### config.mk
export PLATFORM = sky130hd
export DESIGN_NAME = spram_req_port
export DESIGN_NICKNAME = d
export VERILOG_FILES = /design/src/rtl/spram_req_port_pkg.sv /design/src/rtl/spram_rsp_fifo.sv /design/src/rtl/spram_req_port.sv
export SDC_FILE = /design/constraint.sdc
export NUM_CORES = 1
export LEC_CHECK = 0
export CAP_MARGIN = 15
export CORE_ASPECT_RATIO = 1.2
export CORE_MARGIN = 8
export CORE_UTILIZATION = 44
export CTS_CLUSTER_DIAMETER = 120
export DETAILED_ROUTE_END_ITERATION = 8
export PLACE_DENSITY = 0.88
export RECOVER_POWER = 100
export SLEW_MARGIN = 20
export SYNTH_ARGS = -nofsm -noshare
export SYNTH_HDL_FRONTEND = slang
export SYNTH_SLANG_ARGS = --single-unit
### constraint.sdc
create_clock -name clk -period 3.71 [get_ports clk]
set_input_delay 0.742 -clock clk [delete_from_list [all_inputs] [get_ports clk]]
set_output_delay 0.742 -clock clk [all_outputs]
set_load 0.005 [all_outputs]
### src/rtl/spram_req_port_pkg.sv
// Shared helpers for the spram_req_port slice: FIFO operation encoding and
// width calculations used by both the top level and the response FIFO.
package spram_req_port_pkg;

  // {pop, push} packed into one selector for the FIFO bookkeeping case.
  typedef enum logic [1:0] {
    FIFO_HOLD = 2'b00,
    FIFO_PUSH = 2'b01,
    FIFO_POP  = 2'b10,
    FIFO_BOTH = 2'b11
  } fifo_op_e;

  function automatic int unsigned count_width(input int unsigned depth);
    return $clog2(depth + 1);
  endfunction

  function automatic int unsigned ptr_width(input int unsigned depth);
    return (depth < 2) ? 1 : $clog2(depth);
  endfunction

endpackage

### src/rtl/spram_rsp_fifo.sv
// Small register FIFO holding captured RAM read data until the consumer takes
// it. Pointers wrap modulo RSP_DEPTH, so non-power-of-two depths work.
module spram_rsp_fifo
  import spram_req_port_pkg::*;
#(
  parameter  int DATA_WIDTH = 8,
  parameter  int RSP_DEPTH  = 3,
  localparam int CNT_W      = count_width(RSP_DEPTH)
) (
  input  logic                  clk,
  input  logic                  reset,
  input  logic                  push,
  input  logic [DATA_WIDTH-1:0] push_data,
  input  logic                  pop,
  output logic [CNT_W-1:0]      count,
  output logic [DATA_WIDTH-1:0] head
);

  localparam int               PTR_W    = ptr_width(RSP_DEPTH);
  localparam logic [PTR_W-1:0] LAST_PTR = PTR_W'(RSP_DEPTH - 1);

  logic [DATA_WIDTH-1:0] mem_q [RSP_DEPTH];
  logic [DATA_WIDTH-1:0] mem_d [RSP_DEPTH];
  logic [PTR_W-1:0]      wr_ptr_q, wr_ptr_d;
  logic [PTR_W-1:0]      rd_ptr_q, rd_ptr_d;
  logic [CNT_W-1:0]      count_q, count_d;
  logic                  pop_eff;
  fifo_op_e              op;

  function automatic logic [PTR_W-1:0] ptr_inc(input logic [PTR_W-1:0] p);
    return (p == LAST_PTR) ? '0 : p + 1'b1;
  endfunction

  // Storage carries no reset: an entry is only ever read after being written.
  for (genvar gi = 0; gi < RSP_DEPTH; gi++) begin : g_entry
    always_comb begin
      mem_d[gi] = mem_q[gi];
      if (push && (wr_ptr_q == PTR_W'(gi))) begin
        mem_d[gi] = push_data;
      end
    end

    always_ff @(posedge clk) begin
      mem_q[gi] <= mem_d[gi];
    end
  end

  always_comb begin
    pop_eff  = pop && (count_q != '0);
    op       = fifo_op_e'({pop_eff, push});
    wr_ptr_d = wr_ptr_q;
    rd_ptr_d = rd_ptr_q;
    count_d  = count_q;
    unique case (op)
      FIFO_PUSH: begin
        wr_ptr_d = ptr_inc(wr_ptr_q);
        count_d  = count_q + CNT_W'(1);
      end
      FIFO_POP: begin
        rd_ptr_d = ptr_inc(rd_ptr_q);
        count_d  = count_q - CNT_W'(1);
      end
      FIFO_BOTH: begin
        wr_ptr_d = ptr_inc(wr_ptr_q);
        rd_ptr_d = ptr_inc(rd_ptr_q);
      end
      default: begin
      end
    endcase
  end

  always_ff @(posedge clk) begin
    if (reset) begin
      wr_ptr_q <= '0;
      rd_ptr_q <= '0;
      count_q  <= '0;
    end else begin
      wr_ptr_q <= wr_ptr_d;
      rd_ptr_q <= rd_ptr_d;
      count_q  <= count_d;
    end
  end

  assign count = count_q;
  assign head  = mem_q[rd_ptr_q];

  // The upstream credit rule must make these unreachable.
  a_no_overflow: assert property (@(posedge clk) disable iff (reset)
    push |-> (count_q != CNT_W'(RSP_DEPTH)));
  a_no_underflow: assert property (@(posedge clk) disable iff (reset)
    pop |-> (count_q != '0));

endmodule

### src/rtl/spram_req_port.sv
// Valid/ready request front-end for single_port_ram: drives the RAM pins,
// captures the one-cycle-latency read data and returns it in order.
module spram_req_port
  import spram_req_port_pkg::*;
#(
  parameter int ADDR_WIDTH = 11,
  parameter int DATA_WIDTH = 8,
  parameter int RSP_DEPTH  = 3
) (
  input  logic                  clk,
  input  logic                  reset,
  input  logic                  req_valid,
  output logic                  req_ready,
  input  logic                  req_we,
  input  logic [ADDR_WIDTH-1:0] req_addr,
  input  logic [DATA_WIDTH-1:0] req_data,
  output logic                  rsp_valid,
  input  logic                  rsp_ready,
  output logic [DATA_WIDTH-1:0] rsp_data,
  output logic                  ram_we,
  output logic [ADDR_WIDTH-1:0] ram_addr,
  output logic [DATA_WIDTH-1:0] ram_data,
  input  logic [DATA_WIDTH-1:0] ram_out
);

  localparam int CNT_W = count_width(RSP_DEPTH);

  logic                  rd_pend_q, rd_pend_d;
  logic                  acc, rd_acc, wr_acc;
  logic                  fifo_pop;
  logic [CNT_W-1:0]      fifo_count;
  logic [DATA_WIDTH-1:0] fifo_head;
  logic [CNT_W:0]        credit_used;

  // Credits count both stored responses and the read whose data is still in
  // the RAM output register, so a capture can never find the FIFO full.
  always_comb begin
    credit_used = {1'b0, fifo_count} + {{CNT_W{1'b0}}, rd_pend_q};
    req_ready   = ~reset & (credit_used < (CNT_W + 1)'(RSP_DEPTH));
    acc         = req_valid & req_ready;
    rd_acc      = acc & ~req_we;
    wr_acc      = acc & req_we;
    ram_we      = wr_acc & ~reset;
    ram_addr    = req_addr;
    ram_data    = req_data;
    rd_pend_d   = rd_acc;
    rsp_valid   = ~reset & (fifo_count != '0);
    rsp_data    = fifo_head;
    fifo_pop    = rsp_valid & rsp_ready;
  end

  always_ff @(posedge clk) begin
    if (reset) begin
      rd_pend_q <= 1'b0;
    end else begin
      rd_pend_q <= rd_pend_d;
    end
  end

  // ram_out is only meaningful the cycle after a read accept.
  spram_rsp_fifo #(
    .DATA_WIDTH (DATA_WIDTH),
    .RSP_DEPTH  (RSP_DEPTH)
  ) u_rsp_fifo (
    .clk       (clk),
    .reset     (reset),
    .push      (rd_pend_q),
    .push_data (ram_out),
    .pop       (fifo_pop),
    .count     (fifo_count),
    .head      (fifo_head)
  );

endmodule

==> reports/summary.md <==
The total die area was 5400 µm²; the number of remaining DRC errors was 0. For this block, the routed nets add up to 2.50 mm of wire. The first global-routing pass estimated 4.22 mm of wire. After the last flow step, the layout net total stands at 163. After floorplanning, the core was sized to cover 3250 µm².

The tools report the number of setup violations in the final report as 0. In this run the worst path has a maximum fanout of 8. The tools report the count of cells resized by post-cts repair as 0.

After synthesis the cells add up to 1450 µm². Leaving out fill and tap cells, the most frequent cells in the layout are sky130_fd_sc_hd__edfxtp_1, sky130_fd_sc_hd__dlygate4sd3_1, sky130_fd_sc_hd__nand2_1. The initial antenna violation count is 0, and the post-DP HPWL is 1.87 mm.

In this run the core area contains 23 standard-cell rows. Power spread over the standard cell area amounts to 428 nW/µm². The number of global-route vias before repair is 960.

The routed wire length per instance came out at 15.2 µm. STA classifies the critical path endpoint as a primary output. Clock-pin slew was measured on the worst setup and hold paths at 0.07 ns. In this design, the stage delay of the slowest critical-path cell is 0.65 ns. Entering global routing, the biggest net connects 17 pins. Reported leakage power: 0.561 nW. The count of nets left with antenna violations once routing finished came out at 0. The number of antenna diodes in the final layout is 0. Number of clock sinks seen by CTS: 33. For the required time of the worst setup path, the log shows 2.97 ns.

The leading cell type in the layout, fill and taps excluded is sky130_fd_sc_hd__edfxtp_1. After layout, the design draws a total of 711 µW. The max-cap violation count was 0; the period utilization was 84.6%. The longest clock path from root to sink contains 2 buffers.

The pre-antenna-repair detailed-routing pass consisted of 4 iterations. The min-delay analysis places its worst path in the category reg2reg. The area added between synthesis and finish works out to 14.6%. TritonCTS built the clock tree.

In this run the tightest slew margin relative to its limit is 16.6%. Once placement finished, the instance area stood at 1580 µm². Die span in x: 68.4 µm. Walking the worst path, the cells encountered are dlygate4sd3_1 > a21oi_1 > and4b_1 > dlygate4sd3_1. Summing the sequential cell areas from Yosys gives 62.1% of the chip area.

The count of buffers added by post-CTS timing repair for setup came out at 0. Counting every instance in the synthesized netlist gives 117. Path type of the worst setup path: in2out. CTS placed an instance of sky130_fd_sc_hd__clkbuf_8 at the clock tree root. The data arrival time of the worst path was 2.40 ns; the synthesis-stage register bit count was 33. The yosys synthesis warning count was 0; the count of buffers from port buffering was 23.

The worst path buffer plus inverter count is 2. For the overall global routing resource usage, the log shows 10.4%. The average cell area after synthesis is 12.4 µm², and the number of nets in the synthesized netlist is 154. 62 I/O pins were placed.

Across the VDD grid, the largest voltage drop is 0.320 mV. The run finished with clean final reports. The logs give 1.87 ns for the register-to-register setup slack and 0.28 ns for the latest clock arrival within the worst-skew pair. The detailed router finished its first iteration with 25 violations. After global routing the overflow that remains totals 0. Routability-driven placement finished with a final weighted congestion of 0.682. The number of vias per cell was 5.05.

Setup total negative slack on the finished layout was measured at 0 ns. For this run, the top clock speed supported by timing is 318 MHz. The fraction of layout cells with a size suffix above 1 is 7.87%, and the final hold violation count is 0. Among all stages on the critical path, the largest delay is contributed by sky130_fd_sc_hd__dlygate4sd3_1. The H-tree was split into 2 levels. The final-report max-slew violation count was 0.

Setup repair after global routing left no endpoint under its margin. The element type at the critical path start is an input port. In this run, CTS created clock tree buffers numbering 5. Between clock sinks in the finished design, the worst skew comes to 0.00742 ns. The pin slew with the least headroom to its limit works out to 1.24 ns. The tools report the number of hold buffers added after cts as 0.

Initial standard-cell utilization of the core: 44.6%. The via count is 829. The minimum clock period is 3.14 ns. Among the stages of the critical path, the cell type that occurs most often is sky130_fd_sc_hd__dlygate4sd3_1. After routing the design area is 1660 µm². Measured along the y axis, the die boundary spans 78.9 µm. Critical path's top delay family: buffers and inverters. Yosys mapped the design onto 22 distinct sky130hd cell types.
==> power breakdown <==
group | total [mW] | switching (mW) | internal, mW
combinational | 0.0475 | 0.0198 | 0.0277
sequential | 0.410 | 0.00689 | 0.403
clock | 0.254 | 0.125 | 0.129
total | 0.711 | 0.152 | 0.560
==> through the flow <==
step / hold WS (ns) / util (%) / std cells / setup WS, ns
final: 0.506 / 51.1 / 164 / 0.570
after global routing: 0.519 / 51.1 / 164 / 0.469
after CTS: 0.504 / 51.3 / 164 / 0.701
after detailed placement: 0.489 / 48.6 / 156 / 0.706
after global placement: 0.474 / 48.6 / 156 / 0.784
after floorplan: 0.455 / - / 117 / 1.59
==> worst min-delay path, stage by stage, from the launching register on <==
cell and delay (ns):
sky130_fd_sc_hd__dfxtp_1 0.33, sky130_fd_sc_hd__nand2_1 0.06, sky130_fd_sc_hd__a21oi_1 0.07
==> synthesized netlist by cell type <==
cell type	n	share of area, %
sky130_fd_sc_hd__or3_1	3	1.3
sky130_fd_sc_hd__xor2_1	1	0.60
sky130_fd_sc_hd__nor4bb_1	1	0.69
sky130_fd_sc_hd__nor2_1	6	1.6
sky130_fd_sc_hd__and2_1	1	0.43
sky130_fd_sc_hd__nor2b_1	1	0.43
sky130_fd_sc_hd__nand2_1	14	3.6
sky130_fd_sc_hd__edfxtp_1	24	50
sky130_fd_sc_hd__nor3b_1	1	0.52
sky130_fd_sc_hd__dfxtp_1	9	12
sky130_fd_sc_hd__or3b_2	2	1.2
sky130_fd_sc_hd__xnor2_1	1	0.60
sky130_fd_sc_hd__a21oi_1	6	2.1
sky130_fd_sc_hd__mux2i_1	8	5.5
sky130_fd_sc_hd__nor3_1	1	0.34
sky130_fd_sc_hd__clkbuf_1	2	0.52
sky130_fd_sc_hd__buf_2	1	0.34
sky130_fd_sc_hd__o21ai_0	9	3.1
sky130_fd_sc_hd__inv_1	1	0.26
sky130_fd_sc_hd__ha_1	5	4.3
sky130_fd_sc_hd__buf_4	19	9.8
sky130_fd_sc_hd__and4b_1	1	0.69
==> cells by family (layout without fill, tap and decap cells) <==
family          Yosys count  count (layout)  synth area share, %
fa+ha+maj                 5               5                 4.31
mux                       8               8                 5.52
buf+inv                  23              33                 10.9
compound gates           15              15                 5.17
simple gates             31              31                 10.8
xor+xnor                  2               2                 1.21
flops                    33              33                 62.1
==> worst paths after layout <==
path,start,endpoint,cells after the start
setup / recovery,reset,ram_we,4
hold / removal,u_rsp_fifo.rd_ptr_q[1]$_SDFFE_PP0N_,u_rsp_fifo.rd_ptr_q[1]$_SDFFE_PP0N_,2
setup reg to reg,rd_pend_q$_SDFF_PP0_,u_rsp_fifo.mem_q[0][7]$_DFFE_PP_,2
hold reg to reg,u_rsp_fifo.rd_ptr_q[1]$_SDFFE_PP0N_,u_rsp_fifo.rd_ptr_q[1]$_SDFFE_PP0N_,2
==> routing by layer <==
layer  track usage, %  vias up  share of wire, %
li1                 -      411                 -
met1             10.2      373                39
met2             16.4       36                48
met3             6.33        9                10
met4             5.75        0               2.1
met5                0        -                 0
==> registers in the layout (all words and copies together), names as in the netlist, named ones only <==
register / count
u_rsp_fifo.rd_ptr_q: 2
rd_pend_q: 1
u_rsp_fifo.count: 2
u_rsp_fifo.wr_ptr_q: 2
u_rsp_fifo.mem_q: 24
==> final cells by class <==
type / instances / area [µm²]
clock buffer: 5 / 68.8
sequential: 33 / 901
inverter: 1 / 3.75
clock inverter: 3 / 17.5
fill: 300 / 1590
timing repair buffer: 24 / 234
tap: 37 / 46.3
multi-input combinational: 61 / 392
No activity file was read; power rests on OpenSTA's default activity.
